==> config.mk <==
export PLATFORM = sky130hd
export DESIGN_NAME = pll_freq_meter
export DESIGN_NICKNAME = d
export VERILOG_FILES = /design/src/rtl/pll_freq_meter.sv
export SDC_FILE = /design/constraint.sdc
export NUM_CORES = 1
export LEC_CHECK = 0
export CORE_ASPECT_RATIO = 1.75
export CORE_MARGIN = 1
export CORE_UTILIZATION = 40
export CTS_CLUSTER_DIAMETER = 40
export DETAILED_ROUTE_END_ITERATION = 10
export DONT_BUFFER_PORTS = 1
export GPL_ROUTABILITY_DRIVEN = 1
export PLACE_DENSITY = 0.61
export REMOVE_ABC_BUFFERS = 1
export SLEW_MARGIN = 20
export SYNTH_ARGS = -nofsm -noshare
export SYNTH_HDL_FRONTEND = slang
export SYNTH_SLANG_ARGS = --single-unit
==> constraint.sdc <==
create_clock -name clk_out -period 11.2 [get_ports clk_out]
set_input_delay 2.24 -clock clk_out [delete_from_list [all_inputs] [get_ports clk_out]]
set_output_delay 2.24 -clock clk_out [all_outputs]
set_load 0.01 [all_outputs]
==> src/rtl/pll_freq_meter.sv <==
// PLL output frequency meter: counts clk_out cycles per (averaged) clk_ref period,
// reports saturating count, signed error against target and a lock indication.
//
// state   | meaning
// IDLE    | waiting for first synchronized ref rise; partial window discarded
// MEASURE | accumulating clk_out cycles over 2^AVG_LOG2 ref periods
module pll_freq_meter #(
  parameter int COUNT_W     = 8,
  parameter int SYNC_STAGES = 2,
  parameter int AVG_LOG2    = 0,
  parameter int LOCK_N      = 4
) (
  input  logic               clk_out,
  input  logic               rst,
  input  logic               enable,
  input  logic               clk_ref,
  input  logic [COUNT_W-1:0] target,
  input  logic [COUNT_W-1:0] tol,
  output logic [COUNT_W-1:0] count,
  output logic               count_valid,
  output logic               overflow,
  output logic [COUNT_W:0]   error,
  output logic               locked
);

  localparam int ACC_W = COUNT_W + AVG_LOG2;
  localparam int PRD_W = (AVG_LOG2 > 0) ? AVG_LOG2 : 1;
  localparam logic [PRD_W-1:0] PRD_LAST = PRD_W'((1 << AVG_LOG2) - 1);
  localparam logic [3:0] LOCK_TGT = 4'(LOCK_N);

  typedef enum logic {IDLE, MEASURE} state_t;

  state_t               state_q, state_d;
  logic [SYNC_STAGES-1:0] sync_q;
  logic                 sync_out_d;
  logic                 ref_rise;
  logic [ACC_W-1:0]     acc, acc_d, acc_inc;
  logic                 acc_sat;
  logic [PRD_W-1:0]     prd_cnt, prd_d;
  logic [3:0]           lock_cnt, lock_inc;
  logic                 win_end;
  logic [COUNT_W-1:0]   cnt_new;
  logic [COUNT_W:0]     err_new, err_abs;
  logic                 in_tol;

  always_ff @(posedge clk_out or posedge rst) begin
    if (rst) begin
      sync_q     <= '0;
      sync_out_d <= 1'b0;
    end else begin
      sync_q     <= {sync_q[SYNC_STAGES-2:0], clk_ref};
      sync_out_d <= sync_q[SYNC_STAGES-1];
    end
  end

  assign ref_rise = sync_q[SYNC_STAGES-1] & ~sync_out_d;

  // acc sticks at all-ones once reached, so all-ones doubles as the sat flag
  assign acc_sat = &acc;
  assign acc_inc = acc_sat ? acc : acc + 1'b1;

  always_ff @(posedge clk_out or posedge rst) begin
    if (rst) state_q <= IDLE;
    else     state_q <= state_d;
  end

  always_comb begin
    state_d = state_q;
    acc_d   = acc;
    prd_d   = prd_cnt;
    win_end = 1'b0;
    if (!enable) begin
      state_d = IDLE;
      acc_d   = '0;
      prd_d   = '0;
    end else begin
      case (state_q)
        IDLE: begin
          acc_d = '0;
          prd_d = '0;
          if (ref_rise) begin
            state_d = MEASURE;
            acc_d   = ACC_W'(1);
          end
        end
        MEASURE: begin
          if (ref_rise && (prd_cnt == PRD_LAST)) begin
            win_end = 1'b1;
            acc_d   = ACC_W'(1);
            prd_d   = '0;
          end else begin
            acc_d = acc_inc;
            if (ref_rise) prd_d = prd_cnt + 1'b1;
          end
        end
        default: state_d = IDLE;
      endcase
    end
  end

  always_comb begin
    cnt_new  = acc_sat ? '1 : acc[ACC_W-1:AVG_LOG2];
    err_new  = {1'b0, cnt_new} - {1'b0, target};
    err_abs  = err_new[COUNT_W] ? -err_new : err_new;
    in_tol   = !acc_sat && (err_abs <= {1'b0, tol});
    lock_inc = (lock_cnt == 4'hf) ? lock_cnt : lock_cnt + 4'd1;
  end

  always_ff @(posedge clk_out or posedge rst) begin
    if (rst) begin
      acc         <= '0;
      prd_cnt     <= '0;
      lock_cnt    <= '0;
      count       <= '0;
      count_valid <= 1'b0;
      overflow    <= 1'b0;
      error       <= '0;
      locked      <= 1'b0;
    end else begin
      acc         <= acc_d;
      prd_cnt     <= prd_d;
      count_valid <= win_end;
      if (win_end) begin
        count    <= cnt_new;
        overflow <= acc_sat;
        error    <= err_new;
        if (in_tol) begin
          lock_cnt <= lock_inc;
          locked   <= (lock_inc >= LOCK_TGT);
        end else begin
          lock_cnt <= '0;
          locked   <= 1'b0;
        end
      end else if (!enable) begin
        lock_cnt <= '0;
        locked   <= 1'b0;
      end
    end
  end

endmodule

Yosys cells after proc, flatten, opt, wreduce, memory -nomap -nowiden
Cells that the tools add are included.
{"block": "word_totals", "input_bits": 20, "mem_bits_ro": 0, "memories": 0, "register_bits": 37, "ram_bits": 0, "latch_bits": 0}
{"block": "op_classes", "mux": 24, "eq_ne": 4, "n_mul": 0, "n_lt_le_gt_ge": 2, "reduce_logical": 4, "shift": 0, "bitwise": 4, "div_mod_pow": 0, "add_sub_neg": 5}
{"cell": "$mux W8", "n": 4}
{"cell": "$mux W4", "n": 4}
{"cell": "$pmux W8 S2", "n": 1}
{"cell": "$mux W1", "n": 13}
{"cell": "$le A9 B8 Y1", "n": 1}
{"cell": "$mux W9", "n": 1}
{"cell": "$neg A9 Y9", "n": 1}
{"cell": "$sub A8 B8 Y9", "n": 1}
{"cell": "$add A8 B1 Y8 const B", "n": 1}
{"cell": "$reduce_and A8 Y1", "n": 1}
{"cell": "$add A4 B1 Y4 const B", "n": 1}
{"cell": "$eq A4 B4 Y1 const B", "n": 1}
{"cell": "$ge A4 B3 Y1 const B", "n": 1}
{"cell": "$ne A4 B2 Y1 const B", "n": 1}
{"cell": "$ne A4 B3 Y1 const B", "n": 1}
{"cell": "$not A1 Y1", "n": 3}
{"cell": "$logic_and A1 B1 Y1", "n": 2}
{"cell": "$ne A2 B1 Y1 const B", "n": 1}
{"cell": "$pmux W1 S2", "n": 1}
{"cell": "$add A1 B1 Y1 const B", "n": 1}
{"cell": "$and A1 B1 Y1", "n": 1}
{"cell": "$logic_not A1 Y1", "n": 1}

Depth between registers and ports, before layout
Gate-level depths: netlist of run 1.
{"block": "logic_depth", "depth_word": 9, "depth_mapped": 20, "depth_no_buf": 19}

Least setup slack after synthesis of run 1
No wires, ideal clock.
{"block": "synth_timing", "kind": "input -> register", "start": "input target[0]", "end": "register lock_cnt[1]", "arrival_time_ps": 5427, "cell_stages": 15, "setup_time_ps": 90, "path_slack_ps": 5683, "path_buffers": 0, "t_required_ps": 11110, "cell_sequence": "ha_1 fa_1 nand2b_1 a211oi_1 nor2_1 xnor2_1 o311ai_0 xnor2_1 ha_1 a211o_1 a211oi_1 o221ai_1 a21oi_2 o311ai_0 o221ai_1"}
{"block": "synth_via", "elab_chain_len": 7}
{"element": "start, declared", "line": "17", "rtl": "input logic [COUNT_W-1:0] target,"}
{"element": "$sub A8 B8 Y9 (*)", "line": "103", "rtl": "err_new = {1'b0, cnt_new} - {1'b0, target};"}
{"element": "$neg A9 Y9", "line": "104", "rtl": "err_abs = err_new[COUNT_W] ? -err_new : err_new;"}
{"element": "$mux W9 (*)", "line": "104"}
{"element": "$le A9 B8 Y1 (*)", "line": "105", "rtl": "in_tol = !acc_sat && (err_abs <= {1'b0, tol});"}
{"element": "$logic_and A1 B1 Y1 (*)", "line": "105"}
{"element": "$mux W4 (*)", "line": "127", "rtl": "if (in_tol) begin"}
{"element": "$mux W4 (*)", "line": "123", "rtl": "if (win_end) begin"}
{"element": "end signal, assigned", "line": "128", "rtl": "lock_cnt <= lock_inc;"}
{"element": "end, declared", "line": "40", "rtl": "logic [3:0] lock_cnt, lock_inc;"}
Every way passes the cells marked *; elsewhere a longest branch is shown, timed or not.
A chain may end at the register's enable or synchronous reset.

Final worst setup path of run 1
Ends and elaborated chain as after synthesis.

==> flow_metrics.env, run 1 <==
export IMPL_cts_root_buffer="clkbuf_8"
export IMPL_power_density_mw_per_mm2=121
export IMPL_synth_most_common_cell="nand2_1"
export IMPL_cp_max_fo=8
export IMPL_p_comb_frac=0.159
export IMPL_drc_errors=0
export IMPL_num_fill_cells=559
export IMPL_core_area_mm2=0.00563
export IMPL_detailedPlace_worstSlack_ns=5.30
export IMPL_initial_core_util=0.420
export IMPL_arrival_ns=5.79
export IMPL_drtPass1Iterations=6
export IMPL_intPower_mw=0.214
export IMPL_timing_fmax_mhz=179
export IMPL_die_h_um=104
export IMPL_drt_initial_drc_count=65
export IMPL_cts_repair_resized=0
export IMPL_slowest_delay_ns=0.44
export IMPL_yosysTopAreaCell="dfrtp_1"
export IMPL_cts_setup_buffers=0
export IMPL_fin_ws_ns=5.62
export IMPL_maxSlewViolCount=0
export IMPL_maxCapViolations=0
export IMPL_finalSetupViolCount=0
export IMPL_finClkSkew_ns=0.00306
export IMPL_power_share_sequential=0.511
export IMPL_relSlewSlack=0.521
export IMPL_min_period_over_period=0.498
export IMPL_vias_per_cell=5.38
export IMPL_grt_pass1_wl_mm=8.34
export IMPL_worstPathRequired_ns=11.40
export IMPL_ys_flop_type="dfrtp_1"
export IMPL_seq_area_frac_synth=0.392
export IMPL_synthCells=271
export IMPL_synthDistinctLibCells=44
export IMPL_cts_tree="yes"
export IMPL_cp_top_family="compound AO/OA/AOI/OAI gates"
export IMPL_rsz0062_at_grt="false"
export IMPL_p_sw_frac=0.298
export IMPL_ys_warn_count=0
export IMPL_cts_clk_slew_worst_paths_ns=0.08
export IMPL_port_buffers=0
export IMPL_grt_ovfl_total=0
export IMPL_clkLatencyLatePin_ns=0.29
export IMPL_multiInputGateArea_mm2=0.00131
export IMPL_hold_slack_ns=0.354
export IMPL_crit_slowest_cell="o311ai_0"
export IMPL_synth_area_mm2=0.00236
export IMPL_period_minus_slack_ns=5.58
export IMPL_critical_path_class="in2reg"
export IMPL_cp_num_buf_inv=0
export IMPL_fin_cells=346
export IMPL_p_sw_mw=0.0911
export IMPL_syn_area_per_cell_um2=8.72
export IMPL_startpoint_type="input pin"
export IMPL_grt_pass1_vias=1764
export IMPL_ir_worst_vdd_mv=0.0598
export IMPL_seq_area_um2=926
export IMPL_finalNetCount=309
export IMPL_timing_setup_tns_ns=0
export IMPL_grt_start_max_net_pins=38
export IMPL_die_x_um=60.1
export IMPL_areaGrowthSynthToFinish_pct=6.83
export IMPL_async_reset_ff_frac=1.00
export IMPL_grt_total_usage=0.179
export IMPL_ant_nets=0
export IMPL_synthTopCellsByCount="nand2_1, dfrtp_1, inv_1"
export IMPL_synth_top_area_frac=0.392
export IMPL_wl_mm=5.23
export IMPL_dp_cells=338
export IMPL_drive_above_1_share=0.0704
export IMPL_boundaryPins=40
export IMPL_clock_sinks=37
export IMPL_cts_htree_levels=2
export IMPL_critPathCaptureType="flop"
export IMPL_cts_buffer_depth=2
export IMPL_p_clk_frac=0.329
export IMPL_holdCritPathClass="reg2reg"
export IMPL_numCtsBuffers=5
export IMPL_ys_ff_latch=37
export IMPL_vias=1862
export IMPL_p_leak_nw=1.22
export IMPL_synth_edf_count=0
export IMPL_rows=36
export IMPL_path_cells="ha_1 > fa_1 > nand2b_1 > a211oi_1 > nor2_1 > xnor2_1 > o311ai_0 > xnor2_1 > ha_1 > a211o_1 > a211oi_1 > o221ai_1 > a21oi_2 > o311ai_0 > o221ai_1"
export IMPL_synth_area_top_cells="dfrtp_1, ha_1, nand2_1"
export IMPL_antenna_found_initial=0
export IMPL_dieArea_mm2=0.00623
export IMPL_status="finished, final reports clean"
export IMPL_wl_per_cell_um=15.1
export IMPL_ctsHoldBuffers=0
export IMPL_place_gp_congestion=0.803
export IMPL_n_antenna_cell=0
export IMPL_place_hpwl_mm=4.00
export IMPL_hold_viol=0
export IMPL_worstMarginPinSlew_ns=0.717
export IMPL_p_total_mw=0.305
metrics by stage:
step                area [um^2]  utilization
floorplan                  2330            -
global placement           2430        0.431
detailed placement         2430        0.431
CTS                        2520        0.448
global route               2520        0.448
finish                     2520        0.448
flip-flops by register name (all words and copies together) (netlist names):
name	flops
error	9
acc	8
count	8
lock_cnt	4
sync_q	2
count_valid	1
locked	1
overflow	1
prd_cnt	1
state_q	1
sync_out_d	1
power by group through the flow:
stage | Sequential [mW] | Clock [mW] | Combinational, mW
3_3_place_gp | 0.159 | 0 | 0.0483
4_1_cts | 0.157 | 0.104 | 0.0492
2_1_floorplan | 0.157 | 0 | 0.0385
5_1_grt | 0.158 | 0.109 | 0.0554
6_report | 0.156 | 0.101 | 0.0487
3_5_place_dp | 0.159 | 0 | 0.0488
per-layer routing:
layer | part of all wire | track usage
met5 | 0 | 0
met1 | 0.40 | 0.204
met2 | 0.53 | 0.301
met3 | 0.024 | 0.0250
met4 | 0.042 | 0.106
kinds of logic (layout without fill, tap and decap cells):
kind of cell,Yosys count,count (layout),share of synthesized area
simple gates,111,111,0.216
compound gates,53,53,0.160
flops,37,37,0.392
buf+inv,33,32,0.0524
fa+ha+maj,20,20,0.109
xor+xnor,15,15,0.0619
mux,2,2,0.00900
path summary, 6_finish.rpt:
check                                from     endpoint  slack [ns]  depth (start not counted)
worst min-delay path            sync_q[0]    sync_q[1]        0.35                          0
worst max-delay path            target[0]  lock_cnt[1]        5.62                         15
worst min register to register  sync_q[0]    sync_q[1]        0.35                          0
worst max register to register     acc[0]  lock_cnt[1]        6.29                         19
max in group asynchronous             rst  lock_cnt[3]        8.91                          2
min in group asynchronous             rst     count[1]        1.94                          2
cell usage in the layout, fill, tap and decap left out, types with 3 or more instances in the layout:
master / instances
nand2_1: 48
dfrtp_1: 37
inv_1: 23
nor2_1: 21
ha_1: 19
xnor2_1: 11
a21oi_1: 10
o21ai_0: 10
nand3_1: 8
nor3_1: 8
and3_1: 7
clkbuf_8: 6
nand4_1: 5
nor2b_1: 3
a31oi_1: 3
and2_1: 3
a211oi_1: 3
o311ai_0: 3
o211ai_1: 3
area by class of cell:
cell class,instances,share of cell area
well taps,76,0.0377
clock buffers,6,0.0327
inverters,23,0.0342
clock inverters,2,0.00545
repair buffers,1,0.00297
multi-input cells,201,0.520
flip-flops and latches,37,0.367
Note: power is estimated with default switching activity, not from simulation.
==> run 2: changes to the inputs <==
- clock period: 11.2 -> 5.3 ns (I/O delays scaled with it)
==> flow_metrics.env, run 2 (synthesized netlist as in run 1, its figures left out) <==
export IMPL_status="finished, final reports clean"
export IMPL_port_buffers=0
export IMPL_hold_slack_ns=0.362
export IMPL_ctsHoldBuffers=0
export IMPL_drc_errors=0
export IMPL_worstMarginPinSlew_ns=0.743
export IMPL_core_area_mm2=0.00563
export IMPL_clock_sinks=37
export IMPL_hold_viol=0
export IMPL_wl_per_cell_um=15.2
export IMPL_numCtsBuffers=5
export IMPL_grt_pass1_wl_mm=8.91
export IMPL_cts_buffer_depth=2
export IMPL_worstPathRequired_ns=5.51
export IMPL_maxCapViolations=0
export IMPL_rsz0062_at_grt="false"
export IMPL_grt_total_usage=0.189
export IMPL_cts_setup_buffers=0
export IMPL_critical_path_class="reg2reg"
export IMPL_vias=1852
export IMPL_r2r_start="acc[0]"
export IMPL_arrival_ns=4.99
export IMPL_holdCritPathClass="reg2reg"
export IMPL_maxSlewViolCount=0
export IMPL_cts_clk_slew_worst_paths_ns=0.08
export IMPL_vias_per_cell=5.35
export IMPL_drt_initial_drc_count=57
export IMPL_finalSetupViolCount=0
export IMPL_wl_mm=5.27
export IMPL_timing_fmax_mhz=209
export IMPL_worstHoldPathCells=0
export IMPL_top_register="error"
export IMPL_ir_worst_vdd_mv=0.183
export IMPL_final_cell_mix="nand2_1, dfrtp_1, inv_1"
export IMPL_timing_setup_tns_ns=0
export IMPL_stdcell_area_mm2=0.00258
export IMPL_worst_r2r_cell_count=19
export IMPL_hold_start="sync_q[0]"
export IMPL_die_h_um=104
export IMPL_top_regs="error: 9 flops, acc: 8 flops, count: 8 flops"
export IMPL_grt_start_max_net_pins=38
export IMPL_relSlewSlack=0.503
export IMPL_clkLatencyLatePin_ns=0.30
export IMPL_die_x_um=60.1
export IMPL_drive_above_1_share=0.0704
export IMPL_dieArea_mm2=0.00623
export IMPL_place_gp_congestion=0.826
export IMPL_cts_tree="yes"
export IMPL_reg2reg_to="lock_cnt[1]"
export IMPL_areaGrowthSynthToFinish_pct=9.05
export IMPL_startpoint_type="flop"
export IMPL_finClkSkew_ns=0.00643
export IMPL_p_leak_nw=1.24
export IMPL_place_hpwl_mm=4.01
export IMPL_boundaryPins=40
export IMPL_cts_htree_levels=2
export IMPL_cp_max_fo=8
export IMPL_period_minus_slack_ns=4.78
export IMPL_r2r_slack_ns=0.52
export IMPL_final_common_cell="nand2_1"
export IMPL_n_antenna_cell=0
export IMPL_antenna_found_initial=0
export IMPL_largest_reg_flops=9
export IMPL_dp_cells=338
export IMPL_cts_root_buffer="clkbuf_8"
export IMPL_grt_ovfl_total=0
export IMPL_hold_end="sync_q[1]"
export IMPL_min_period_over_period=0.901
export IMPL_initial_core_util=0.420
export IMPL_finalNetCount=309
export IMPL_fin_cells=346
export IMPL_power_density_mw_per_mm2=286
export IMPL_ant_nets=0
export IMPL_critPathCaptureType="flop"
export IMPL_grt_pass1_vias=1848
export IMPL_drtPass1Iterations=4
export IMPL_place_area_mm2=0.00243
export IMPL_rows=36
## run 2: changes by cell type in the layout (fill, tap and decap cells not counted), sizes merged
cell,delta
clkinv,-2
inv,+1
clkbuf,-1
bufinv,+2
## run 2: worst max path at each step
| stage | to | slack [ns] | from | cells past startpoint |
|---|---|---|---|---|
| CTS | lock_cnt[1] | 0.39 | acc[0] | 18 |
| detailed placement | lock_cnt[1] | 0.43 | acc[0] | 18 |
| global route | lock_cnt[1] | 0.01 | acc[0] | 19 |
| floorplan | lock_cnt[1] | 0.96 | target[0] | 15 |
| finish | lock_cnt[1] | 0.52 | acc[0] | 19 |
| global placement | lock_cnt[1] | 0.57 | target[0] | 15 |
## run 2: worst max-delay path, stage by stage (launching register included)
cell       delay [ns]
dfrtp_1          0.44
ha_1             0.25
and3_1           0.23
and4_1           0.26
nor2_1           0.25
inv_1            0.08
ha_1             0.30
nor2b_1          0.14
o2111ai_1        0.14
and4_1           0.28
o2111ai_4        0.32
nand3_1          0.14
xnor2_1          0.15
ha_1             0.31
a211o_1          0.31
a211oi_1         0.22
o221ai_1         0.16
a21oi_2          0.31
o311ai_0         0.19
o221ai_1         0.20
## run 2: cell type report
cell class	count	area (um^2)
Fill cell	546	3050
Multi-Input combinational cell	201	1330
Sequential cell	37	926
Tap cell	76	95.1
Inverter	23	86.3
Clock buffer	5	68.8
Clock inverter	3	68.8
Timing Repair Buffer	1	7.51
## run 2: per-layer routing
metal / GRT usage / routed length, um / share of wire
met1: 0.218 / 2130 / 0.40
met5: 0 / 0 / 0
met4: 0.0714 / 106 / 0.020
met2: 0.326 / 2850 / 0.54
met3: 0.0400 / 182 / 0.035
## run 2: per-stage QoR
step	setup WS (ns)	utilization	power (mW)
floorplan	0.963	-	0.413
global placement	0.575	0.431	0.438
detailed placement	0.431	0.431	0.439
CTS	0.394	0.456	0.742
global route	0.0120	0.458	0.779
finish	0.525	0.458	0.737
## run 2: repair_timing
item / 4_1_cts / 5_1_grt
endpoints found under the setup margin: 0 / 1
hold endpoints to repair: 0 / 0
resized for setup: 0 / 2
## run 2: power breakdown
group | leakage (nW) | switching [mW] | internal [mW] | total [mW]
clock | 0.0687 | 0.114 | 0.190 | 0.303
combinational | 0.673 | 0.0608 | 0.0428 | 0.104
sequential | 0.494 | 0.0251 | 0.305 | 0.330
total | 1.24 | 0.200 | 0.537 | 0.737
